### src/rtl/alu_md_if.sv
// Request/response bundle between the execute stage and the alu_md block.
// Handshake: a request transfers on a rising edge where in_valid && in_ready;
// a result transfers on a rising edge where out_valid && out_ready. The
// producer keeps its payload stable while valid is high and ready is low.
interface alu_md_if #(parameter int XLEN = 32);
  logic            in_valid;
  logic            in_ready;
  logic [4:0]      alu_op;
  logic [XLEN-1:0] src_a;
  logic [XLEN-1:0] src_b;
  logic            flush;
  logic            out_valid;
  logic            out_ready;
  logic [XLEN-1:0] result;
  logic            zero;
  logic            busy;
  logic [1:0]      dbg_state;

  modport master (
    output in_valid, alu_op, src_a, src_b, flush, out_ready,
    input  in_ready, out_valid, result, zero, busy, dbg_state
  );

  modport slave (
    input  in_valid, alu_op, src_a, src_b, flush, out_ready,
    output in_ready, out_valid, result, zero, busy, dbg_state
  );
endinterface

### src/rtl/alu_md.sv
// Multi-cycle integer ALU: RV base ops in one edge, M-extension ops on a
// shared radix-2 engine (shift-add multiply / restoring divide) over
// unsigned magnitudes, with the sign fixed up on the final iteration.
module alu_md #(
  parameter int XLEN = 32
) (
  input logic     clk,
  input logic     rst_n,
  alu_md_if.slave bus
);
  localparam int SW = $clog2(XLEN);

  localparam logic [1:0] S_IDLE = 2'd0;
  localparam logic [1:0] S_CALC = 2'd1;
  localparam logic [1:0] S_DONE = 2'd2;

  localparam logic [4:0] OP_AND  = 5'b00000;
  localparam logic [4:0] OP_OR   = 5'b00001;
  localparam logic [4:0] OP_ADD  = 5'b00010;
  localparam logic [4:0] OP_SUB  = 5'b00110;
  localparam logic [4:0] OP_SLT  = 5'b00111;
  localparam logic [4:0] OP_SLL  = 5'b01000;
  localparam logic [4:0] OP_SRL  = 5'b01001;
  localparam logic [4:0] OP_XOR  = 5'b01010;
  localparam logic [4:0] OP_SRA  = 5'b01101;
  localparam logic [4:0] OP_SLTU = 5'b01111;

  localparam logic [XLEN-1:0] MIN_NEG = {1'b1, {(XLEN-1){1'b0}}};

  logic [1:0]      state;
  logic [SW-1:0]   cnt;
  logic [XLEN-1:0] hi, lo, dvs;
  logic [XLEN-1:0] result_q;
  logic [2:0]      op_q;
  logic            neg_q;   // negate product / quotient
  logic            neg_r;   // negate remainder (dividend was negative)

  // Request decode
  logic            in_ready;
  logic            accept;
  logic            m_op;
  logic [2:0]      f3;
  logic            a_sgn, b_sgn, a_neg, b_neg;
  logic [XLEN-1:0] a_mag, b_mag;
  logic            div_zero, div_ovf, fast;
  logic [XLEN-1:0] fast_res;
  logic [XLEN-1:0] base_res;
  logic [SW-1:0]   shamt;

  assign in_ready = (state == S_IDLE) || (state == S_DONE && bus.out_ready);
  assign accept   = bus.in_valid && in_ready;
  assign m_op     = bus.alu_op[4];
  assign f3       = bus.alu_op[2:0];
  assign shamt    = bus.src_b[SW-1:0];

  // MULH, MULHSU, DIV, REM treat A as signed; MULH, DIV, REM treat B as signed
  assign a_sgn = (f3 == 3'b001) || (f3 == 3'b010) || (f3 == 3'b100) || (f3 == 3'b110);
  assign b_sgn = (f3 == 3'b001) || (f3 == 3'b100) || (f3 == 3'b110);
  assign a_neg = a_sgn && bus.src_a[XLEN-1];
  assign b_neg = b_sgn && bus.src_b[XLEN-1];
  assign a_mag = a_neg ? -bus.src_a : bus.src_a;
  assign b_mag = b_neg ? -bus.src_b : bus.src_b;

  // Divide by zero and signed overflow finish without iterating
  assign div_zero = f3[2] && (bus.src_b == '0);
  assign div_ovf  = f3[2] && !f3[0] && (bus.src_a == MIN_NEG) && (bus.src_b == '1);
  assign fast     = div_zero || div_ovf;
  assign fast_res = div_zero ? (f3[1] ? bus.src_a : '1) : (f3[1] ? '0 : bus.src_a);

  // Single-edge base operations
  always_comb begin
    base_res = '0;
    case (bus.alu_op)
      OP_AND:  base_res = bus.src_a & bus.src_b;
      OP_OR:   base_res = bus.src_a | bus.src_b;
      OP_ADD:  base_res = bus.src_a + bus.src_b;
      OP_SUB:  base_res = bus.src_a - bus.src_b;
      OP_SLT:  base_res = {{(XLEN-1){1'b0}}, ($signed(bus.src_a) < $signed(bus.src_b))};
      OP_SLL:  base_res = bus.src_a << shamt;
      OP_SRL:  base_res = bus.src_a >> shamt;
      OP_XOR:  base_res = bus.src_a ^ bus.src_b;
      OP_SRA:  base_res = $unsigned($signed(bus.src_a) >>> shamt);
      OP_SLTU: base_res = {{(XLEN-1){1'b0}}, (bus.src_a < bus.src_b)};
      default: base_res = '0;
    endcase
  end

  // Engine step: multiply adds the multiplicand into the high half when the
  // low bit of the multiplier is set and shifts right; divide shifts the
  // dividend left into the partial remainder and subtracts when it fits.
  logic [XLEN:0]   mul_sum;
  logic [XLEN-1:0] mul_hi, mul_lo;
  logic [XLEN:0]   div_sh, div_diff;
  logic            div_ge;
  logic [XLEN-1:0] div_hi, div_lo;
  logic [XLEN-1:0] nxt_hi, nxt_lo;

  assign mul_sum  = {1'b0, hi} + (lo[0] ? {1'b0, dvs} : '0);
  assign mul_hi   = mul_sum[XLEN:1];
  assign mul_lo   = {mul_sum[0], lo[XLEN-1:1]};
  assign div_sh   = {hi, lo[XLEN-1]};
  assign div_diff = div_sh - {1'b0, dvs};
  assign div_ge   = !div_diff[XLEN];
  assign div_hi   = div_ge ? div_diff[XLEN-1:0] : div_sh[XLEN-1:0];
  assign div_lo   = {lo[XLEN-2:0], div_ge};
  assign nxt_hi   = op_q[2] ? div_hi : mul_hi;
  assign nxt_lo   = op_q[2] ? div_lo : mul_lo;

  // Sign correction and result selection for the last iteration
  logic [2*XLEN-1:0] prod, prod_fix;
  logic [XLEN-1:0]   quo_fix, rem_fix, final_res;

  assign prod     = {nxt_hi, nxt_lo};
  assign prod_fix = neg_q ? -prod : prod;
  assign quo_fix  = neg_q ? -nxt_lo : nxt_lo;
  assign rem_fix  = neg_r ? -nxt_hi : nxt_hi;

  // Pick quotient/remainder or low/high product half
  always_comb begin
    final_res = '0;
    if (op_q[2])
      final_res = op_q[1] ? rem_fix : quo_fix;
    else if (op_q[1:0] == 2'b00)
      final_res = prod_fix[XLEN-1:0];
    else
      final_res = prod_fix[2*XLEN-1:XLEN];
  end

  // Control FSM, engine registers and result register
  always_ff @(posedge clk or negedge rst_n) begin
    if (!rst_n) begin
      state    <= S_IDLE;
      cnt      <= '0;
      hi       <= '0;
      lo       <= '0;
      dvs      <= '0;
      result_q <= '0;
      op_q     <= '0;
      neg_q    <= 1'b0;
      neg_r    <= 1'b0;
    end else if (bus.flush) begin
      state <= S_IDLE;
    end else if (state == S_CALC) begin
      hi  <= nxt_hi;
      lo  <= nxt_lo;
      cnt <= cnt + SW'(1);
      if (cnt == SW'(XLEN-1)) begin
        state    <= S_DONE;
        result_q <= final_res;
      end
    end else if (accept) begin
      if (!m_op) begin
        result_q <= base_res;
        state    <= S_DONE;
      end else if (fast) begin
        result_q <= fast_res;
        state    <= S_DONE;
      end else begin
        state <= S_CALC;
        cnt   <= '0;
        hi    <= '0;
        lo    <= f3[2] ? a_mag : b_mag;
        dvs   <= f3[2] ? b_mag : a_mag;
        op_q  <= f3;
        neg_q <= a_neg ^ b_neg;
        neg_r <= a_neg;
      end
    end else if (state == S_DONE && bus.out_ready) begin
      state <= S_IDLE;
    end
  end

  assign bus.in_ready  = in_ready;
  assign bus.out_valid = (state == S_DONE);
  assign bus.busy      = (state == S_CALC);
  assign bus.result    = result_q;
  assign bus.zero      = (result_q == '0);
  assign bus.dbg_state = state;
endmodule

### src/flat_wrapper.sv
// flat-port wrapper written by rule: the top's interface ports become plain ports
module alu_md_flat 
#(
  parameter int XLEN = 32
)
  (clk, rst_n, bus_in_valid, bus_alu_op, bus_src_a, bus_src_b, bus_flush, bus_out_ready, bus_in_ready, bus_out_valid, bus_result, bus_zero, bus_busy, bus_dbg_state);
  alu_md_if #(.XLEN(XLEN)) bus_i ();
  input logic clk;
  input logic rst_n;
  input wire logic [$bits(bus_i.in_valid)-1:0] bus_in_valid;
  input wire logic [$bits(bus_i.alu_op)-1:0] bus_alu_op;
  input wire logic [$bits(bus_i.src_a)-1:0] bus_src_a;
  input wire logic [$bits(bus_i.src_b)-1:0] bus_src_b;
  input wire logic [$bits(bus_i.flush)-1:0] bus_flush;
  input wire logic [$bits(bus_i.out_ready)-1:0] bus_out_ready;
  output wire logic [$bits(bus_i.in_ready)-1:0] bus_in_ready;
  output wire logic [$bits(bus_i.out_valid)-1:0] bus_out_valid;
  output wire logic [$bits(bus_i.result)-1:0] bus_result;
  output wire logic [$bits(bus_i.zero)-1:0] bus_zero;
  output wire logic [$bits(bus_i.busy)-1:0] bus_busy;
  output wire logic [$bits(bus_i.dbg_state)-1:0] bus_dbg_state;
  assign bus_i.in_valid = bus_in_valid;
  assign bus_i.alu_op = bus_alu_op;
  assign bus_i.src_a = bus_src_a;
  assign bus_i.src_b = bus_src_b;
  assign bus_i.flush = bus_flush;
  assign bus_i.out_ready = bus_out_ready;
  assign bus_in_ready = bus_i.in_ready;
  assign bus_out_valid = bus_i.out_valid;
  assign bus_result = bus_i.result;
  assign bus_zero = bus_i.zero;
  assign bus_busy = bus_i.busy;
  assign bus_dbg_state = bus_i.dbg_state;
  alu_md #(.XLEN(XLEN)) u_core (.clk(clk), .rst_n(rst_n), .bus(bus_i));
endmodule
### config.mk
export PLATFORM = sky130hd
export DESIGN_NAME = alu_md_flat
export DESIGN_NICKNAME = d
export VERILOG_FILES = /design/src/rtl/alu_md_if.sv /design/src/rtl/alu_md.sv /design/src/flat_wrapper.sv
export SDC_FILE = /design/constraint.sdc
export NUM_CORES = 1
export LEC_CHECK = 0
export CAP_MARGIN = 5
export CELL_PAD_IN_SITES_DETAIL_PLACEMENT = 1
export CELL_PAD_IN_SITES_GLOBAL_PLACEMENT = 1
export CORE_MARGIN = 2
export CORE_UTILIZATION = 46
export DETAILED_ROUTE_END_ITERATION = 10
export GPL_TIMING_DRIVEN = 1
export MAX_ROUTING_LAYER = met4
export PLACE_DENSITY = 0.89
export SYNTH_ARGS = -nofsm -noshare
export SYNTH_HDL_FRONTEND = slang
export SYNTH_SLANG_ARGS = --single-unit
### constraint.sdc
create_clock -name clk -period 7.06 [get_ports clk]
set_clock_uncertainty 0.1 [all_clocks]
set_input_delay 1.059 -clock clk [delete_from_list [all_inputs] [get_ports clk]]
set_output_delay 1.059 -clock clk [all_outputs]
set_load 0.02 [all_outputs]
# After elaboration in Yosys (flattened, before gate mapping)
# Cells that the tools add are included.
[word_totals] input_bits=74 register_bits=140 output_inout_bits=38 elab_cells=124
[classes] order_cmp=2 n_shift=3 bitwise=7 reduce_logical=29 add_sub_neg=10 eq_ne=22 n_mux=42
[ops] op="$mux 32" count=29
[ops] op="$pmux 32 s10" count=1
[ops] op="$neg 32->32" count=4
[ops] op="$eq 32x32->1 const B" count=2
[ops] op="$logic_not 32->1" count=2
[ops] op="$lt 32x32->1" count=2
[ops] op="$mux 64" count=1
[ops] op="$neg 64->64" count=1
[ops] op="$add 32x33->33" count=1
[ops] op="$sub 33x32->33" count=1
[ops] op="$add 32x32->32" count=1
[ops] op="$and 32x32->32" count=1
[ops] op="$or 32x32->32" count=1
[ops] op="$shl 32x5->32" count=1
[ops] op="$shr 32x5->32" count=1
[ops] op="$sshr 32x5->32" count=1
[ops] op="$sub 32x32->32" count=1
[ops] op="$xor 32x32->32" count=1
[ops] op="$eq 5x4->1 const B" count=5
[ops] op="$mux 5" count=4
[ops] op="$mux 2" count=7
[ops] op="$eq 5x3->1 const B" count=2
[ops] op="$logic_and 1x1->1" count=8
[ops] op="$reduce_and 4->1" count=2
[ops] op="other kinds (23)" count=35

# Logic depth before layout (Yosys ltp)
[logic_depth] word_depth=11 depth_mapped=26 ltp_nobuf=23

# Worst setup path before layout
# No wires, ideal clock.
[synth_timing] path_kind="input to register" startpoint="input bus_src_b[2]" endpoint="register u_core.result_q[29] (netlist: u_core.bus.result[29])" setup_time_ns=0.068 cell_stages=20 required_time_ns=6.892 slack_ns=0.248 arrival_time_ns=6.644 path_buffers=5 cell_sequence="clkbuf_1 > inv_2 > buf_1 > buf_1 > buf_1 > clkbuf_1 > ha_1 > nor3_1 > o31ai_1 > a31oi_1 > o311a_1 > or4b_2 > a31o_2 > a211oi_1 > o21ai_0 > or4_1 > o2111ai_1 > a221oi_1 > a2111oi_0 > a32o_1"
[synth_via] elab_chain_cells=7 word_cells_on_any_way=18 classes_between="add/sub (2); eq/ne (2); shift (3); mux (6); reduce/logical (5)"
[synth_lines] element="start, declared" line_no="flat_wrapper.sv:13" rtl="input wire logic [$bits(bus_i.src_b)-1:0] bus_src_b;"
[synth_lines] element="parallel branches: the longest is 7 deep, another holds $sub 32x32->32"
[synth_lines] element="end signal, assigned" line_no="alu_md.sv:149" rtl="result_q <= final_res;"
[synth_lines] element="end signal, assigned" line_no="alu_md.sv:153" rtl="result_q <= base_res;"
[synth_lines] element="end signal, assigned" line_no="alu_md.sv:156" rtl="result_q <= fast_res;"
[synth_lines] element="end, declared" line_no="alu_md.sv:33" rtl="logic [XLEN-1:0] result_q;"
# Several ways; the timed one is not identified. The select of a mux whose other input is x is not followed.
# A chain may end at the register's enable or synchronous reset.

# Worst setup path in the final report
[layout_timing] startpoint="register u_core.lo[31]" endpoint="register u_core.result_q[28] (netlist: u_core.bus.result[28])"
[layout_via] elab_chain_cells=9 word_cells_on_any_way=16 classes_between="add/sub (4); mux (11); reduce/logical (1)"
[layout_lines] element="start, declared" line_no="alu_md.sv:32" rtl="logic [XLEN-1:0] hi, lo, dvs;"
[layout_lines] element="start signal, assigned" line_no="alu_md.sv:145" rtl="lo <= nxt_lo;"
[layout_lines] element="start signal, assigned" line_no="alu_md.sv:162" rtl="lo <= f3[2] ? a_mag : b_mag;"
[layout_lines] element="$sub 33x32->33" line_no="alu_md.sv:102" rtl="assign div_diff = div_sh - {1'b0, dvs};"
[layout_lines] element="$mux 32 / $logic_not 1->1 (equally long branches)" line_no="alu_md.sv:104, alu_md.sv:103"
[layout_lines] element="$mux 32, on equally long branches" line_no="alu_md.sv:106, alu_md.sv:107"
[layout_lines] element="$neg 64->64, or another cell as far along" line_no="alu_md.sv:114" rtl="assign prod_fix = neg_q ? -prod : prod;"
[layout_lines] element="$mux 64, or another cell as far along" line_no="alu_md.sv:114"
[layout_lines] element="$mux 32, on equally long branches" line_no="alu_md.sv:123, alu_md.sv:122"
[layout_lines] element="$mux 32 (*)" line_no="alu_md.sv:121" rtl="if (op_q[2])"
[layout_lines] element="$mux 32 (*)" line_no="alu_md.sv:147" rtl="if (cnt == SW'(XLEN-1)) begin"
[layout_lines] element="$mux 32 (*)" line_no="alu_md.sv:143" rtl="end else if (state == S_CALC) begin"
# Every way passes the cells marked *; elsewhere a longest branch is shown, timed or not. The select of a mux whose other input is x is not followed.

==> results.py <==
metrics = {
    "cells_and_area": {
        "final_core_util_pct": 51.2,
        "mostFrequentLayoutCells": "nand2_1, nor2_1, o21ai_0",
        "nets": 3738,
        "area_growth_pct": 10.4,
        "layout_commonest_cell": "nand2_1",
        "fillers": 6784,
        "layout-drive-gt1-share_pct": 5.88,
    },
    "placed_design": {
        "dp_hpwl_um": 88000,
        "io_buffers": 111,
        "gp_congestion": 1.16,
    },
    "yosys": {
        "ys_types": 92,
        "syn-num-nets": 3747,
        "async_flop_share_pct": 100,
        "syn_area_per_cell_um2": 6.77,
        "syn-cell-area_um2": 23700,
        "yosysWarnings": 0,
        "synth_edf_count": 0,
        "synthFlopType": "dfrtp_1",
        "synth_cells": 3501,
        "ys_seq_area_share_pct": 14.8,
        "ys_seq_elements": 140,
    },
    "die": {
        "die_area_um2": 53400,
        "die_w_um": 231,
        "fp.dieH_um": 231,
        "fp-row-count": 83,
        "fp.coreArea_um2": 51100,
        "io_pins": 112,
        "start_util_pct": 46.4,
    },
    "worst_setup_path": {
        "arrival_ns": 7.01,
        "worstSetupStartpointType": "flop",
        "crit_fanout": 15,
        "critPathCaptureType": "flop",
        "critPathRequiredTime_ns": 7.31,
        "critical_path_class": "flop to flop",
    },
    "sta": {
        "finalHoldViolCount": 0,
        "timing.fmax_mhz": 148,
        "maxSlewViolCount": 0,
        "period_share_pct": 95.7,
        "grt_setup_unrepaired": "false",
        "fin_crit_ns": 6.76,
        "tns_ns": 0,
        "worst_pin_slew_ns": 1.34,
        "setup_viol": 0,
        "relSlewSlack_pct": 9.86,
    },
    "detailed_routing": {
        "wl_per_cell_um": 27.6,
        "routed_wl_um": 116000,
        "drc": 0,
        "postRouteAntennaNets": 0,
        "num_vias": 29300,
        "drt_iter0_markers": 3901,
        "first_pass_iters": 6,
        "drt-vias-per-instance": 6.98,
    },
    "clock_network": {
        "htreeDepth": 4,
        "cts_sinks": 140,
        "clockBufferDepth": 2,
        "hold_buffers": 0,
        "cts_buffers": 17,
        "cts_resized": 0,
        "cts_tree": "built",
        "clk_pin_slew_ns": 0.07,
        "root_buffer": "clkbuf_16",
        "clk_latency_ns": 0.47,
        "cts_setup_buffers": 0,
    },
    "grt": {
        "track_usage_pct": 43.5,
        "grt_overflow_total": 0,
        "grt_max_degree": 105,
        "antenna_found_initial": 8,
        "grt_pass1_vias": 28300,
        "grt_pass1_wl_um": 174000,
    },
    "flow_run": {
        "maxCapViolations": 0,
    },
    "power_and_ir_drop": {
        "p_comb_share_pct": 70.0,
        "cellLeakagePower_uw": 0.0110,
        "p_int_uw": 3680,
        "power_frac_seq_pct": 17.6,
        "p_per_area_nw_per_um2": 314,
        "switchingPower_uw": 4530,
        "ir_worst_vdd_uv": 175,
        "pwr-share-clk_pct": 12.5,
        "switching_share_pct": 55.2,
    },
    "hold_path": {
        "hp-class": "flop to flop",
    },
    "status": {
        "status": "complete, no violations",
    },
}
==> metal layers <==
| layer | part of all wire (%) | wire length (µm) | vias up | GRT usage [%] |
|---|---|---|---|---|
| li1 | - | - | 12800 | - |
| met5 | 0 | 0 | - | - |
| met3 | 10 | 12100 | 550 | 8.18 |
| met1 | 38 | 44100 | 14100 | 53.1 |
| met4 | 7.8 | 9070 | 0 | 28.6 |
| met2 | 43 | 50300 | 1901 | 65.7 |
==> critical path: stages, from the launching register on <==
cell and delay [ns]:
dfrtp_1 0.35, inv_1 0.13, ha_1 0.25, fa_1 0.42
nand2b_1 0.19, a21oi_1 0.37, o21a_1 0.30, a21o_1 0.29
a21oi_4 0.10, buf_4 0.26, nor2_1 0.35, o211ai_1 0.37
inv_1 0.27, ha_1 0.20, inv_1 0.07, or4_1 0.65
or3_1 0.55, or4_4 0.53, nor2_4 0.14, mux2i_1 0.33
a2111oi_2 0.10, a32o_1 0.31
==> cell usage after synthesis, types with 49 or more instances <==
| library cell | instances | area (µm²) |
|---|---|---|
| a21oi_1 | 326 | 1630 |
| and2_1 | 49 | 307 |
| o21ai_0 | 350 | 1750 |
| a211oi_1 | 49 | 368 |
| dfrtp_1 | 140 | 3500 |
| nor2_1 | 390 | 1460 |
| inv_1 | 155 | 582 |
| clkbuf_1 | 197 | 739 |
| nor3_1 | 79 | 395 |
| a21o_1 | 56 | 420 |
| nand3_1 | 87 | 435 |
| nand2_1 | 434 | 1630 |
| ha_1 | 168 | 2100 |
| xnor2_1 | 119 | 1040 |
| o211ai_1 | 59 | 443 |
| mux2i_1 | 118 | 1180 |
==> power by group through the flow <==
stage	clock (µW)	combinational (µW)	sequential (µW)
floorplan	0	3710	1330
global placement	0	5290	1410
detailed placement	0	5460	1430
CTS	1020	5550	1420
global route	1050	6140	1460
finish	1020	5740	1440
==> final timing paths <==
kind                           startpoint                     to  slack, ns  cells after the start
setup / recovery            u_core.lo[31]  u_core.bus.result[28]       0.30                     21
hold / removal             u_core.dvs[29]         u_core.dvs[29]       0.41                      2
setup reg to reg            u_core.lo[31]  u_core.bus.result[28]       0.30                     21
hold reg to reg            u_core.dvs[29]         u_core.dvs[29]       0.41                      2
max in group asynchronous           rst_n         u_core.dvs[27]       4.83                      2
min in group asynchronous           rst_n           u_core.hi[5]       0.46                      1
==> metrics by stage <==
stage | setup WS, ns | instance area [µm²] | hold WS [ns] | power, µW | std cells
floorplan | 0.248 | 23700 | 0.363 | 5030 | 3501
global placement | 0.648 | 25500 | 0.381 | 6700 | 4153
detailed placement | 0.534 | 25500 | 0.398 | 6890 | 4153
CTS | 0.585 | 26200 | 0.414 | 7980 | 4185
global route | 0.0277 | 26200 | 0.436 | 8650 | 4191
finish | 0.300 | 26200 | 0.411 | 8210 | 4193
==> sequential cells by signal (all words and copies together), names as in the netlist <==
name	count
u_core.hi	32
u_core.bus.dbg_state	2
u_core.cnt	5
u_core.bus.result	32
u_core.dvs	32
u_core.neg_q	1
u_core.op_q	3
u_core.neg_r	1
u_core.lo	32
==> cell type report <==
class                   instances  area [µm²]  share of cell area [%]
inverters                     160         601                    2.29
well taps                     680         851                    3.25
clock inverters                14         206                   0.788
flip-flops and latches        140        3510                    13.4
repair buffers                207        1830                    6.99
diodes                          8        20.0                  0.0765
clock buffers                  18         429                    1.64
multi-input cells            2966       18700                    71.6
==> cell families (layout without fill, tap and decap cells) <==
group / Yosys count / count (layout) / synth area share [%]
multiplexers: 139 / 139 / 6.36
AND/OR/NAND/NOR: 1257 / 1257 / 24.2
adder cells (fa/ha/maj): 172 / 172 / 9.20
flip-flops: 140 / 140 / 14.8
AO/OA/AOI/OAI: 1235 / 1235 / 33.1
buffers and inverters: 395 / 399 / 6.32
XOR/XNOR: 163 / 163 / 6.05
other: 0 / 8 / 0
(Power assumes the default switching activity.)
